`src/rtl/crc_stim_check.sv`:
```
// Stimulus/response checker: a 64-bit LFSR drives the DUT input bit, and the DUT outputs are
// folded into a 64-bit signature that is compared against golden constants at the end of a run.
module crc_stim_check #(
    parameter int unsigned OBS_W   = 2,
    parameter int unsigned CYCLES  = 99,
    parameter int unsigned WARM    = 10,
    parameter logic [63:0] SEED    = 64'h5aef0c8d_d70a4497,
    parameter logic [63:0] EXP_CRC = 64'h0,
    parameter logic [63:0] EXP_SUM = 64'h0
) (
    input  logic             clk,
    input  logic             reset,
    input  logic [OBS_W-1:0] obs,
    output logic             stim,
    output logic [63:0]      crc_o,
    output logic [63:0]      sum_o,
    output logic [31:0]      cyc_o,
    output logic             done,
    output logic             pass,
    output logic             fail
);

    generate
        if (WARM < 32'd1 || WARM >= CYCLES || CYCLES >= 32'hFFFF_FFFF ||
            OBS_W < 32'd1 || OBS_W > 32'd64) begin : g_param_check
            $error("crc_stim_check: illegal parameters (need 1<=WARM<CYCLES<2^32-1, 1<=OBS_W<=64)");
        end
    endgenerate

    typedef enum logic [2:0] {PhInit, PhWarm, PhRun, PhCheck, PhDone} phase_e;

    function automatic logic [63:0] lfsr(input logic [63:0] x);
        return {x[62:0], x[63] ^ x[2] ^ x[0]};
    endfunction

    logic [31:0] r_cyc;
    logic [63:0] r_crc;
    logic [63:0] r_sum;
    logic        r_done;
    logic        r_pass;
    logic        r_fail;

    logic [31:0] w_cyc_nxt;
    logic [63:0] w_crc_nxt;
    logic [63:0] w_sum_nxt;
    logic        w_done_nxt;
    logic        w_pass_nxt;
    logic        w_fail_nxt;
    logic [63:0] w_obs_ext;
    logic        w_match;
    phase_e      w_phase;

    assign w_obs_ext = 64'(obs);
    assign w_match   = (r_crc == EXP_CRC) && (r_sum == EXP_SUM);

    // Phase is a pure decode of the counter; the counter parks at CYCLES+1 once done is set.
    always_comb begin
        w_phase = PhCheck;
        if (r_done) begin
            w_phase = PhDone;
        end else if (r_cyc == 32'd0) begin
            w_phase = PhInit;
        end else if (r_cyc < WARM) begin
            w_phase = PhWarm;
        end else if (r_cyc < CYCLES) begin
            w_phase = PhRun;
        end
    end

    always_comb begin
        w_cyc_nxt  = r_cyc;
        w_crc_nxt  = r_crc;
        w_sum_nxt  = r_sum;
        w_done_nxt = r_done;
        w_pass_nxt = r_pass;
        w_fail_nxt = r_fail;
        unique case (w_phase)
            PhInit: begin
                w_cyc_nxt = r_cyc + 32'd1;
                w_crc_nxt = SEED;
                w_sum_nxt = 64'd0;
            end
            PhWarm: begin
                w_cyc_nxt = r_cyc + 32'd1;
                w_crc_nxt = lfsr(r_crc);
                w_sum_nxt = 64'd0;
            end
            PhRun: begin
                w_cyc_nxt = r_cyc + 32'd1;
                w_crc_nxt = lfsr(r_crc);
                w_sum_nxt = lfsr(r_sum) ^ w_obs_ext;
            end
            PhCheck: begin
                w_cyc_nxt  = r_cyc + 32'd1;
                w_done_nxt = 1'b1;
                w_pass_nxt = w_match;
                w_fail_nxt = !w_match;
            end
            PhDone: begin
            end
            default: begin
            end
        endcase
    end

    always_ff @(posedge clk) begin
        if (reset) begin
            r_cyc  <= 32'd0;
            r_crc  <= 64'd0;
            r_sum  <= 64'd0;
            r_done <= 1'b0;
            r_pass <= 1'b0;
            r_fail <= 1'b0;
        end else begin
            r_cyc  <= w_cyc_nxt;
            r_crc  <= w_crc_nxt;
            r_sum  <= w_sum_nxt;
            r_done <= w_done_nxt;
            r_pass <= w_pass_nxt;
            r_fail <= w_fail_nxt;
        end
    end

    assign stim  = r_crc[0];
    assign crc_o = r_crc;
    assign sum_o = r_sum;
    assign cyc_o = r_cyc;
    assign done  = r_done;
    assign pass  = r_pass;
    assign fail  = r_fail;

endmodule

```
`config.mk`:
```
export PLATFORM = sky130hd
export DESIGN_NAME = crc_stim_check
export DESIGN_NICKNAME = d
export VERILOG_FILES = /design/src/rtl/crc_stim_check.sv
export SDC_FILE = /design/constraint.sdc
export NUM_CORES = 1
export LEC_CHECK = 0
export ABC_AREA = 0
export CAP_MARGIN = 20
export CORE_AREA = 2 2 118 166
export CTS_CLUSTER_SIZE = 25
export DETAILED_ROUTE_END_ITERATION = 7
export DIE_AREA = 0 0 120 168
export PLACE_DENSITY = 0.67
export SYNTH_ARGS = -nofsm -noshare
export SYNTH_HDL_FRONTEND = slang
export SYNTH_SLANG_ARGS = --single-unit
```
`constraint.sdc`:
```
create_clock -name clk -period 5.8 [get_ports clk]
set_clock_uncertainty 0.1 [all_clocks]
set_input_delay 0.87 -clock clk [delete_from_list [all_inputs] [get_ports clk]]
set_output_delay 0.87 -clock clk [all_outputs]
set_load 0.02 [all_outputs]
```
==> flow_summary_export.csv <==
group,metric,value,unit
status,status,"completed",
routing,drt_iter0_markers,318,
clock_network,ctsResizeCount,0,
placement,port_buffers,167,
die,core-area,0.0188,mm2
clock_network,path_clk_slew,60,ps
synth,syn_nets,622,
clock_network,cts_tree,"yes",
job,drv_cap,0,
synth,netlist_area,0.00607,mm2
clock_network,h-tree-depth,4,
cells_and_area,drive_above_1_share,0.0692,
timing,rsz0062_at_grt,"no",
grt,grt_pass1_wl,27.2,mm
timing,final_max_slew_viol_count,0,
critical_path,slowest_delay,610,ps
routing,wl_per_cell,16.8,um
timing,setup_viol,0,
clock_network,clock_sinks,163,
power_and_ir_drop,power_density,298,mW/mm2
grt,grt_pass1_vias,4852,
power_and_ir_drop,peakVddDrop,0.000152,V
die,rows,60,
timing,max_freq,344,MHz
clock_network,cts_root_buf,"clkbuf_16",
grt,antenna_found_initial,0,
synth,synth_seq_cells,163,
timing,setup-tns-final,0,ps
power_and_ir_drop,seq_power_share,0.480,
power_and_ir_drop,p_int,1910,uW
timing,max-slew-margin-rel,0.565,
cells_and_area,syn2layout_area_growth,40.5,%
cells_and_area,design_area,0.00853,mm2
placement,dpl_cell_area,0.00792,mm2
clock_network,ctsHoldBuffers,0,
synth,yosysWarnings,0,
clock_network,post_cts_buffers,0,
die,start_util,0.322,
placement,dp_hpwl,12.1,mm
synth,synth_top_cells_by_area,"dfxtp_1, a22o_1, nand2_1",
synth,avgSynthCellArea,9.86,um2
critical_path,worst_setup_path_end_kind,"register",
synth,synth_top_area_frac,0.537,
timing,hold_violations,0,
power_and_ir_drop,switching_power,641,uW
critical_path,reg2reg_depth,7,
die,ioPinCount,168,
routing,route.detailed.drc,0,
synth,synth_cell_types,41,
timing,holdWs,378,ps
critical_path,cp_data_arrival_time,3160,ps
critical_path,start_kind,"primary input",
synth,synthCells,616,
grt,grt_max_degree,65,
routing,num_vias,5263,
synth,yosysTopAreaCell,"dfxtp_1",
die,die_h,168,um
power_and_ir_drop,total_power,2550,uW
power_and_ir_drop,switching_share,0.252,
critical_path,worstPathRequired,6050,ps
synth,synth_seq_area_share,0.537,
die,die_area,0.0202,mm2
routing,drt_wl_total,17.3,mm
clock_network,clk_latency,420,ps
grt,gr-total-overflow,0,
cells_and_area,fill_cells,1808,
critical_path,path_max_fanout,48,
critical_path,worstPathCellList,"clkdlybuf4s50_1, nor2_1, and4_1, buf_4, and2_2, buf_12, a22o_1",
power_and_ir_drop,p_leak,0.00310,uW
routing,antenna_left,0,
cells_and_area,n_antenna_cell,0,
placement,globalplace.congestion,0.777,
worst_hold_path,min_path_cells,2,
clock_network,cts_buffers,17,
grt,track_usage,0.171,
clock_network,clock_path_buffers,2,
timing,fin_crit,2910,ps
cells_and_area,layout_common_cells,"clkdlybuf4s50_1, dfxtp_1, a22o_1",
critical_path,path_class,"in2reg",
cells_and_area,final_common_cell,"clkdlybuf4s50_1",
routing,first_pass_iters,4,
power_and_ir_drop,clkPwrFrac,0.423,
die,chipWidth,120,um
worst_hold_path,hold_class,"reg2reg",
cells_and_area,layout.nets,773,
timing,worst_pin_slew,651,ps
critical_path,crit_path_top_delay_cell,"clkdlybuf4s50_1",
routing,routed_via_density,5.12,
power_and_ir_drop,comb_power_share,0.097,
timing,fin_crit_sh,0.501,
cell families after synthesis:
group / synth area share
flip-flops: 0.537
multiplexers: 0.00165
adder cells (fa/ha/maj): 0.00412
buffers and inverters: 0.0398
XOR/XNOR: 0.0447
AND/OR/NAND/NOR: 0.215
AO/OA/AOI/OAI: 0.158
final timing paths:
kind	from	to	slack [ps]
worst max register to register	cyc_o[12]	sum_o[13]	3010
worst max-delay path	reset	sum_o[13]	2890
worst min register to register	pass	pass	380
worst min-delay path	pass	pass	380
worst max-delay path, delay by kind of cell:
family	cells	cell delay (ps)
buffers and inverters	3	1220
and+or+nand+nor	3	890
AOI/OAI and AO/OA	1	170
per-layer routing:
layer,track usage,vias up,part of all wire
li1,-,2568,-
met1,0.209,2535,0.43
met2,0.281,139,0.49
met3,0.0522,21,0.053
met4,0.0614,0,0.021
met5,0,-,0
flip-flops by register name, summed over array words and instances (netlist names):
signal and count:
crc_o 64, cyc_o 32, done 1, fail 1, pass 1, sum_o 64
stage by stage:
step	cells	setup slack [ps]	util
2_1_floorplan	616	3560	-
5_1_grt	1028	2730	0.453
3_5_place_dp	994	2050	0.420
3_3_place_gp	994	2110	0.420
6_report	1028	2890	0.453
4_1_cts	1026	2490	0.451
cells in the mapped netlist:
master / instances
ha_1: 2
nor4_2: 5
buf_4: 1
mux2i_1: 1
a221oi_1: 1
inv_1: 8
buf_6: 1
o21ai_0: 6
and3b_2: 1
and3_1: 4
nand2_1: 78
a22o_1: 96
a31o_2: 1
or2_0: 1
nor2_1: 39
nand4_1: 11
or3_1: 4
nand4b_1: 2
and3_2: 1
xnor2_1: 19
nor2b_1: 2
a41oi_1: 1
o311a_1: 1
and4_1: 6
and4b_1: 1
nand3_2: 1
a211oi_1: 2
a21oi_1: 5
clkbuf_1: 17
buf_1: 5
nor4_1: 45
buf_2: 19
nor3_1: 8
dfxtp_1: 163
or4_4: 1
and4bb_2: 1
and2_1: 1
buf_8: 1
o211a_1: 1
nand3_1: 41
xor2_1: 12
cell type report:
cell class | instances | area (um2) | area share
Inverter | 8 | 30.0 | 0.00352
Multi-Input combinational cell | 401 | 2590 | 0.304
Clock buffer | 21 | 470 | 0.0551
Clock inverter | 11 | 104 | 0.0122
Sequential cell | 163 | 3260 | 0.382
Tap cell | 248 | 310 | 0.0364
Timing Repair Buffer | 176 | 1760 | 0.207
power groups by stage:
| stage | registers [uW] | logic, uW | clock network [uW] |
|---|---|---|---|
| after floorplan | 1280 | 78.7 | 0 |
| after detailed placement | 1250 | 249 | 0 |
| final | 1220 | 246 | 1080 |
| after global routing | 1230 | 264 | 1160 |
| after global placement | 1250 | 247 | 0 |
| after CTS | 1220 | 249 | 1110 |
(Power assumes the default switching activity.)
